### config.mk
export PLATFORM = sky130hd
export DESIGN_NAME = crank_wheel_gen
export DESIGN_NICKNAME = d
export VERILOG_FILES = /design/src/rtl/efi_pkg.sv /design/src/rtl/crank_wheel_gen_tooth_timer.sv /design/src/rtl/crank_wheel_gen.sv
export SDC_FILE = /design/constraint.sdc
export NUM_CORES = 1
export LEC_CHECK = 0
export CELL_PAD_IN_SITES_DETAIL_PLACEMENT = 0
export CELL_PAD_IN_SITES_GLOBAL_PLACEMENT = 1
export CORE_ASPECT_RATIO = 1.2
export CORE_MARGIN = 4
export CORE_UTILIZATION = 46
export CTS_CLUSTER_DIAMETER = 30
export DETAILED_ROUTE_END_ITERATION = 8
export PLACE_DENSITY = 0.92
export SYNTH_ARGS = -nofsm -noshare
export SYNTH_HDL_FRONTEND = slang
export SYNTH_HIERARCHICAL = 1
export SYNTH_SLANG_ARGS = --single-unit
export TNS_END_PERCENT = 10
### constraint.sdc
create_clock -name clk -period 4.8 [get_ports clk]
set_input_delay 0.96 -clock clk [delete_from_list [all_inputs] [get_ports clk]]
set_output_delay 0.96 -clock clk [all_outputs]
set_load 0.01 [all_outputs]
### src/rtl/efi_pkg.sv
// Shared crank-wheel definitions: default field widths, wheel state encoding
// and the configuration validity rule used by generator and decoder tests.
package efi_pkg;

  localparam int unsigned DEF_TOOTH_W  = 8;
  localparam int unsigned DEF_PERIOD_W = 24;

  typedef enum logic {
    IDLE = 1'b0,
    RUN  = 1'b1
  } wheel_state_e;

  // A wheel needs at least one real tooth beyond the sync reference and a
  // period long enough to give distinct high and low phases.
  function automatic logic cfg_valid(input logic [31:0] tooth_count,
                                     input logic [31:0] missing_count,
                                     input logic [31:0] tooth_period);
    cfg_valid = (tooth_count >= 32'd3) &&
                (missing_count >= 32'd1) &&
                (missing_count <= tooth_count - 32'd2) &&
                (tooth_period >= 32'd4);
  endfunction

endpackage

### src/rtl/crank_wheel_gen_tooth_timer.sv
// Slot period counter: counts 0..period-1 while running, flags the last cycle
// of the slot and whether the current cycle lies in the tooth's high half.
module tooth_timer
  import efi_pkg::*;
#(
  parameter int unsigned PERIOD_W = DEF_PERIOD_W
) (
  input  logic                clk,
  input  logic                rst,
  input  logic                run,
  input  logic [PERIOD_W-1:0] period,
  output logic [PERIOD_W-1:0] cyc,
  output logic                wrap_c,
  output logic                first_half_c
);

  logic [PERIOD_W-1:0] cyc_q;
  logic [PERIOD_W-1:0] cyc_d;

  always_comb begin
    wrap_c       = run && (cyc_q == period - PERIOD_W'(1));
    first_half_c = cyc_q < (period >> 1);
    cyc_d        = '0;
    if (run && !wrap_c) begin
      cyc_d = cyc_q + PERIOD_W'(1);
    end
  end

  always_ff @(posedge clk or posedge rst) begin
    if (rst) begin
      cyc_q <= '0;
    end else begin
      cyc_q <= cyc_d;
    end
  end

  assign cyc = cyc_q;

endmodule

### src/rtl/crank_wheel_gen.sv
// Missing-tooth crank wheel generator: drives the vrin tooth pattern for a
// runtime-configured wheel, with shadow config reloaded once per revolution.
module crank_wheel_gen
  import efi_pkg::*;
#(
  parameter int unsigned TOOTH_W  = DEF_TOOTH_W,
  parameter int unsigned PERIOD_W = DEF_PERIOD_W
) (
  input  logic                clk,
  input  logic                rst,
  input  logic                enable,
  input  logic [TOOTH_W-1:0]  tooth_count,
  input  logic [TOOTH_W-1:0]  missing_count,
  input  logic [PERIOD_W-1:0] tooth_period,
  output logic                vrin,
  output logic                running,
  output logic [TOOTH_W-1:0]  tooth_idx,
  output logic                rev_pulse,
  output logic                cfg_err
);

  wheel_state_e        state_q, state_d;
  logic [TOOTH_W-1:0]  teeth_q, teeth_d;
  logic [TOOTH_W-1:0]  missing_q, missing_d;
  logic [PERIOD_W-1:0] period_q, period_d;
  logic [TOOTH_W-1:0]  slot_q, slot_d;
  logic                err_q, err_d;

  logic                vrin_q, vrin_d;
  logic                running_q, running_d;
  logic [TOOTH_W-1:0]  tooth_idx_q, tooth_idx_d;
  logic                rev_pulse_q, rev_pulse_d;
  logic                cfg_err_q, cfg_err_d;

  logic                run_c;
  logic                wrap_c;
  logic                first_half_c;
  logic [PERIOD_W-1:0] cyc;
  logic                cfg_ok_c;
  logic                last_slot_c;
  logic [TOOTH_W-1:0]  real_teeth_c;

  assign run_c        = (state_q == RUN);
  assign cfg_ok_c     = cfg_valid(32'(tooth_count), 32'(missing_count), 32'(tooth_period));
  assign last_slot_c  = (slot_q == teeth_q - TOOTH_W'(1));
  assign real_teeth_c = teeth_q - missing_q;

  tooth_timer #(
    .PERIOD_W(PERIOD_W)
  ) u_tooth_timer (
    .clk         (clk),
    .rst         (rst),
    .run         (run_c),
    .period      (period_q),
    .cyc         (cyc),
    .wrap_c      (wrap_c),
    .first_half_c(first_half_c)
  );

  // Sequencing: start, per-slot advance, revolution reload and orderly stop.
  always_comb begin
    state_d   = state_q;
    teeth_d   = teeth_q;
    missing_d = missing_q;
    period_d  = period_q;
    slot_d    = slot_q;
    err_d     = err_q;

    case (state_q)
      IDLE: begin
        if (enable) begin
          teeth_d   = tooth_count;
          missing_d = missing_count;
          period_d  = tooth_period;
          slot_d    = '0;
          if (cfg_ok_c) begin
            state_d = RUN;
            err_d   = 1'b0;
          end else begin
            err_d = 1'b1;
          end
        end
      end
      RUN: begin
        if (wrap_c) begin
          if (!enable) begin
            state_d = IDLE;
            slot_d  = '0;
          end else if (last_slot_c) begin
            teeth_d   = tooth_count;
            missing_d = missing_count;
            period_d  = tooth_period;
            slot_d    = '0;
            if (!cfg_ok_c) begin
              state_d = IDLE;
              err_d   = 1'b1;
            end
          end else begin
            slot_d = slot_q + TOOTH_W'(1);
          end
        end
      end
    endcase
  end

  // Output stage: every visible signal is one register after the wheel state.
  always_comb begin
    running_d   = run_c;
    vrin_d      = run_c && (slot_q < real_teeth_c) && first_half_c;
    tooth_idx_d = run_c ? slot_q : '0;
    rev_pulse_d = run_c && (slot_q == '0) && (cyc == '0);
    cfg_err_d   = err_q;
  end

  always_ff @(posedge clk or posedge rst) begin
    if (rst) begin
      state_q     <= IDLE;
      teeth_q     <= '0;
      missing_q   <= '0;
      period_q    <= '0;
      slot_q      <= '0;
      err_q       <= 1'b0;
      vrin_q      <= 1'b0;
      running_q   <= 1'b0;
      tooth_idx_q <= '0;
      rev_pulse_q <= 1'b0;
      cfg_err_q   <= 1'b0;
    end else begin
      state_q     <= state_d;
      teeth_q     <= teeth_d;
      missing_q   <= missing_d;
      period_q    <= period_d;
      slot_q      <= slot_d;
      err_q       <= err_d;
      vrin_q      <= vrin_d;
      running_q   <= running_d;
      tooth_idx_q <= tooth_idx_d;
      rev_pulse_q <= rev_pulse_d;
      cfg_err_q   <= cfg_err_d;
    end
  end

  assign vrin      = vrin_q;
  assign running   = running_q;
  assign tooth_idx = tooth_idx_q;
  assign rev_pulse = rev_pulse_q;
  assign cfg_err   = cfg_err_q;

endmodule

==> results of run 1 <==
==> per-stage QoR <==
step                      setup WS [ns]  instance area, µm²  util [%]  hold slack [ns]
after global routing              0.792                7300      54.4            0.418
after floorplan                    1.15                6380         -            0.354
after CTS                          1.15                7300      54.4            0.402
after detailed placement           1.19                7000      52.2            0.387
final                              1.13                7300      54.4            0.401
after global placement             1.24                7000      52.2            0.387
==> area by class of cell <==
type                       count  area (µm²)
inverter                      54         203
timing repair buffer          58         571
fill                        1148        6110
tap                          168         210
multi-input combinational    485        3860
clock buffer                  11         243
sequential                    86        2150
clock inverter                 5        58.8
==> registers in the layout (all words and copies together), names as in the netlist <==
signal and count:
rev_pulse 1, period_q 24, slot_q 8, cfg_err_d 1
teeth_q 8, cfg_err 1, u_tooth_timer/cyc 24, tooth_idx 8
running 1, missing_q 8, run_c 1, vrin 1
==> metal layers <==
metal  GRT usage, %  vias to the layer above
li1               -                     2394
met2           34.9                      105
met1           24.3                     2430
met5              0                        -
met3           3.72                       20
met4           6.46                        0
==> critical path, stage by stage, from the launching register on <==
cell and delay [ns]:
dfrtp_1 0.43, inv_1 0.08, ha_1 0.24, nor4b_4 0.52
nand4_1 0.32, o21ai_0 0.16, nand2_1 0.06, nor2_1 0.26
nor4b_1 0.11, buf_4 0.17, a41oi_4 0.15, buf_4 0.61
mux2_2 0.41
==> cells in the final DEF (no fill, tap or decap), drive strengths merged, types with 18 or more instances in the layout <==
cell | synthesis | routed
nand3 | 23 | 23
nor3 | 21 | 21
clkdlybuf4s50 | 0 | 54
o21ai | 20 | 20
xor2 | 33 | 33
inv | 54 | 54
nor2 | 50 | 50
xnor2 | 44 | 44
nand2 | 37 | 37
nand4 | 18 | 18
ha | 50 | 50
a21oi | 19 | 19
dfrtp | 86 | 86
mux2 | 39 | 39
==> worst min-delay path by stage <==
stage	startpoint	endpoint	slack, ns	cells past startpoint
final	cfg_err_d	cfg_err	0.40	0
after global routing	cfg_err_d	cfg_err	0.42	0
after CTS	cfg_err_d	cfg_err	0.40	0
after detailed placement	cfg_err_d	cfg_err	0.39	0
after global placement	cfg_err_d	cfg_err	0.39	0
after floorplan	cfg_err_d	cfg_err	0.35	0
==> power by group through the flow <==
stage / Clock [mW] / Sequential (mW) / Combinational [mW]
after CTS: 0.727 / 1.04 / 0.935
after detailed placement: 0 / 1.05 / 0.925
after global placement: 0 / 1.04 / 0.888
after floorplan: 0 / 0.966 / 0.754
after global routing: 0.760 / 1.07 / 1.05
final: 0.717 / 1.04 / 0.933
==> logic make-up (layout without fill, tap and decap cells) <==
group                    Yosys count  after routing  synth area share [%]
buffers and inverters             75            128                  5.67
XOR/XNOR                          77             77                  10.6
AO/OA/AOI/OAI                     97             97                  11.0
adder cells (fa/ha/maj)           51             51                  10.1
multiplexers                      40             40                  9.28
AND/OR/NAND/NOR                  220            220                  19.5
flip-flops                        86             86                  33.8
==> metrics.txt, run 1 <==
status finished, final reports clean; final cycle utilization of the critical path 76.4%; Syn Nets 740; initial antenna violation count 0; R2R Path End teeth_q[4]; met1 wire length 6.54 mm; hold_buf cts 0; ys flop type dfrtp_1; Total GRT Usage between 10% and 20%; final slew viol count 0; critical path endpoint teeth_q[4]; Power Total between 2 and 3 mW; CTS tree done; Placed Instances 851; Leak 3.33 nW; met2 wire length 7.78 mm; RSZ-0062 raised after global routing no; worst setup path startpoint period_q[0]; number of antenna diodes 0; Die Ht 137 µm; final hold viol count 0; Achievable Freq between 200 and 300 MHz; Slew HR 39.8%; YS warnings 6; GPL Wtd Cong 0.920; Tmin final 3.67 ns; wire per inst 17.4 µm; net switching power roughly 0.96 mW; maximum vdd drop between 0.2 and 0.3 mV; ys async rst share 100%; Met3 Routed Length around 520 µm; gr ovfl total 0; layout cell share with drive strength beyond 1 13.0%; syn avg cell area 9.87 µm²; Starting DRT DRC Count 218; Yosys cell types 68; CP Launch Type flip-flop; combinational share of power 34.7%; setup tns final 0 ns; final cell count without fillers around 870; power per cell area 369 nW/µm²; Clk pin slew, worst setup/hold paths 0.07 ns; Post-synth top cells 86 x dfrtp_1, 54 x inv_1, 50 x ha_1; TritonRoute pass-1 iters 5; first-pass GRT wire length around 25 mm; max_cap viols 0; Required @ worst endpoint 5.04 ns; core area 13,400 µm²; sequential power share 38.7%; row count 46; area leader, netlist dfrtp_1; Sw Share 35.6%; worst min path class flip-flop to flip-flop; largest net degree at the start of global routing 42; post-synthesis sequential area ratio 33.8%; r2r startpoint period_q[0]; Vias 4,949; #FFs+latches synth 86; reg2reg path depth 12; CP Max Fanout 41; Clock power frac 26.6%; Max Root-Sink Buffers 2; Crit. End Element flip-flop; Power Internal 1.73 mW; Clock Sinks 86; WS Path Type flip-flop to flip-flop; top routing layer in use met4; Final nets just under 800; CTS-repair resized insts 0; Ports between 50 and 60; post-CTS repair timing setup buffer count 0; Arr. time, crit path 3.90 ns; Num CTS Buffers 9; DRT Wirelength 15.1 mm; Yosys top cell area share 33.8%; detailed-placement wirelength estimate 11.5 mm; setup slack, reg-to-reg roughly 1.1 ns; worst skew pair latency 0.36 ns; H-Tree Depth 3; # setup viols final 0; DRC Markers 0; skew final 0.00888 ns; synthesized instance count 646; measured slew at the worst slew-check pin about 0.90 ns; Die W 115 µm; top post-synthesis cells by area dfrtp_1 34%, ha_1 9.8%, mux2_4 8.9%, xnor2_1 6.0%, xor2_1 4.5%; EDFF count, synth 0; Initial Utilization 47.5%; CTS root buffer clkbuf_16; Routed Antenna Nets 0; vias in the first global route ~5,000; routed vias/inst 5.71; Mapped Area 6380 µm²; IO Port Bufs 54; most common cell in the netlist dfrtp_1; die area 15,800 µm²; P&R area growth vs syn 14.5%
No activity file was read; power rests on OpenSTA's default activity.
==> run 2, diff against run 1 <==
- CORE_UTILIZATION: 46 -> 42
- PLACE_DENSITY: 0.92 -> 0.89
- clock period: 4.8 -> 3.3 ns (I/O delays scaled with it)
==> run 2 against run 1 <==
Net effect: clock skew hardly changed; highest routed layer unchanged; setup slack worse by 1.1 ns; sequential share of layout area is 1.3 points lower; wire length is 8.7% higher.
==> metrics.txt, run 2 (synthesis gave the netlist of run 1 again) <==
gr ovfl total 0 (unchanged); CTS root buffer clkbuf_16 (unchanged); hold depth 0 (unchanged); wire per inst 17.7 µm (was 17.4 µm); GPL Wtd Cong 0.962 (was 0.920); largest net degree at the start of global routing 63 (was 42); DRC Markers 0 (unchanged); vias in the first global route 5,383 (was 5,007); CP Max Fanout 41 (unchanged); most used cell, CP buf_4 (unchanged); status finished, final reports clean (unchanged); Vias 5,179 (was 4,949); Required @ worst endpoint 3.52 ns (was 5.04 ns); measured slew at the worst slew-check pin 0.948 ns (was 0.902 ns); Critical Path Max Stage Delay 0.49 ns (was 0.61 ns); crit-path leading delay family simple AND/OR/NAND/NOR gates (unchanged); Slew HR 36.7% (was 39.8%); final cycle utilization of the critical path 99.0% (was 76.4%); most common cell after layout, fill and taps aside dfrtp_1 (unchanged); first-pass GRT wire length 26.7 mm (was 24.8 mm); RSZ-0062 raised after global routing yes (was no); Tmin final 3.27 ns (was 3.67 ns); maximum vdd drop 0.213 mV (was 0.281 mV); reg2reg path depth 12 (unchanged); Slowest cell on crit path or4_1 (was buf_4); Clk pin slew, worst setup/hold paths 0.06 ns (was 0.07 ns); Die Ht 143 µm (was 137 µm); max_cap viols 0 (unchanged); Max Root-Sink Buffers 2 (unchanged); DRT Wirelength 16.4 mm (was 15.1 mm); routed vias/inst 5.60 (was 5.71); CTS tree done (unchanged); Starting DRT DRC Count 308 (was 218); Leak 3.49 nW (was 3.33 nW); skew final 0.00917 ns (was 0.00888 ns); commonest non-fill, non-tap cells in the layout 85 x dfrtp_1, 54 x clkdlybuf4s50_1, 53 x inv_1, 50 x ha_1, 44 x xnor2_1 (was 86 x dfrtp_1, 54 x clkdlybuf4s50_1, 53 x inv_1, 50 x ha_1, 44 x xnor2_1); row count 49 (was 46); hold_buf cts 0 (unchanged); core area 15,000 µm² (was 13,400 µm²); pre-CTS WS 0.00128 ns (was 1.19 ns); IO Port Bufs 54 (unchanged); setup slack, reg-to-reg 0.03 ns (was 1.13 ns); TritonRoute pass-1 iters 5 (unchanged); Power Total 4.12 mW (was 2.69 mW); Achievable Freq 306 MHz (was 273 MHz); worst skew pair latency 0.34 ns (was 0.36 ns); final hold viol count 0 (unchanged); Num CTS Buffers 9 (unchanged); power per cell area 539 nW/µm² (was 369 nW/µm²); Buf/Inv on CP 3 (unchanged); # setup viols final 0 (unchanged); r2r startpoint period_q[9] (was period_q[0]); hold endpoint cfg_err (unchanged); CP Launch Type flip-flop (unchanged); R2R Path End teeth_q[5] (was teeth_q[4]); Design Area, Final 7640 µm² (was 7300 µm²); Cell Chain, Critical Path nor4_4, buf_4, nand4_4, or4_1, o21ai_1, nand4_1, nand3b_1, nor4b_4, buf_4, a41oi_4, buf_12, mux2_4 (was inv_1, ha_1, nor4b_4, nand4_1, o21ai_0, nand2_1, nor2_1, nor4b_1, buf_4, a41oi_4, buf_4, mux2_2); detailed-placement wirelength estimate 12.5 mm (was 11.5 mm); H-Tree Depth 3 (unchanged); worst min path class flip-flop to flip-flop (unchanged); Ports 55 (unchanged); Routed Antenna Nets 0 (unchanged); initial antenna violation count 0 (unchanged); Initial Utilization 42.6% (was 47.5%); Die W 120 µm (was 115 µm); Crit. End Element flip-flop (unchanged); setup tns final 0 ns (unchanged); final setup margin 0.0335 ns (was 1.13 ns); Total GRT Usage 19.3% (was 19.8%); die area 17,200 µm² (was 15,800 µm²); Arr. time, crit path 3.49 ns (was 3.90 ns); final slew viol count 0 (unchanged); number of antenna diodes 0 (unchanged); critical hold path startpoint cfg_err_d (unchanged); WS Path Type flip-flop to flip-flop (unchanged); Final nets 812 (was 788); layout cell share with drive strength beyond 1 16.6% (was 13.0%); Clock Sinks 86 (unchanged); dpl cell area 7250 µm² (was 7000 µm²); P&R area growth vs syn 19.8% (was 14.5%)
## run 2: cell types whose count changed in the layout (fill, tap and decap cells not counted), sizes merged
cell,previous run,this run
buf,4,28
bufinv,1,3
clkinv,2,0
clkbuf,11,10
clkinvlp,2,1
## run 2: repair_timing
| action | in CTS | in global routing |
|---|---|---|
| setup buffers | 1 | 3 |
| endpoints found under the setup margin | 1 | 47 |
| pin swaps | 1 | 5 |
| gates resized for setup | 0 | 11 |
| endpoints found under the hold margin | 0 | 0 |
## run 2: worst max-delay path by stage
| stage | start | end | slack [ns] | depth (start not counted) |
|---|---|---|---|---|
| 3_3_place_gp | period_q[8] | slot_q[5] | 0.1 | 12 |
| 2_1_floorplan | period_q[9] | missing_q[0] | 0.09 | 11 |
| 3_5_place_dp | period_q[8] | slot_q[5] | 0.001 | 12 |
| 6_report | period_q[9] | teeth_q[5] | 0.03 | 12 |
| 4_1_cts | period_q[1] | slot_q[5] | 0.02 | 12 |
| 5_1_grt | period_q[5] | period_q[20] | -0.15 | 11 |
## run 2: layout make-up
class                      instances  area (µm²)
fill                            1393        7320
multi-input combinational        485        3910
sequential                        86        2150
timing repair buffer              82         788
tap                              204         255
clock buffer                      10         229
inverter                          54         203
clock inverter                     4        97.6
## run 2: power by group
part,switching (mW),internal (mW),leakage (nW),total [mW]
clock,0.407,0.731,0.155,1.14
sequential,0.259,1.22,1.09,1.48
combinational,0.748,0.753,2.25,1.50
total,1.41,2.70,3.49,4.12
## run 2: through the flow
step,utilization (%),hold slack (ns),instances
2_1_floorplan,-,0.354,646
3_3_place_gp,48.4,0.371,907
3_5_place_dp,48.4,0.374,907
4_1_cts,50.7,0.387,922
5_1_grt,51.1,0.403,925
6_report,51.1,0.394,925
## run 2: worst reg2reg max path, cell delays in order, from the launching register on
cell and delay (ns):
dfrtp_1 0.41, nor4_4 0.28, buf_4 0.20, nand4_4 0.10, or4_1 0.49, o21ai_1 0.13, nand4_1 0.14, nand3b_1 0.24
nor4b_4 0.30, buf_4 0.16, a41oi_4 0.11, buf_12 0.25, mux2_4 0.35
## run 2: metal layers
layer	wire length, µm	global-route usage [%]	vias up	share of wire, %
met1	6640	22.4	2577	41
met5	0	0	-	0
met3	651	3.49	33	4.0
met4	476	6.26	0	2.9
met2	8620	36.0	129	53
li1	-	-	2440	-
==> run 3, diff against run 2 <==
--- a/constraint.sdc
+++ b/constraint.sdc
@@ -3,2 +3,2 @@
 set_output_delay 0.66 -clock clk [all_outputs]
-set_load 0.01 [all_outputs]
+set_load 0.02 [all_outputs]
==> results of run 3 <==
Same layout as run 2 (identical final DEF). Status: finished, final reports clean.
Main changes from that run: total power 4.12 mW -> 4.13 mW
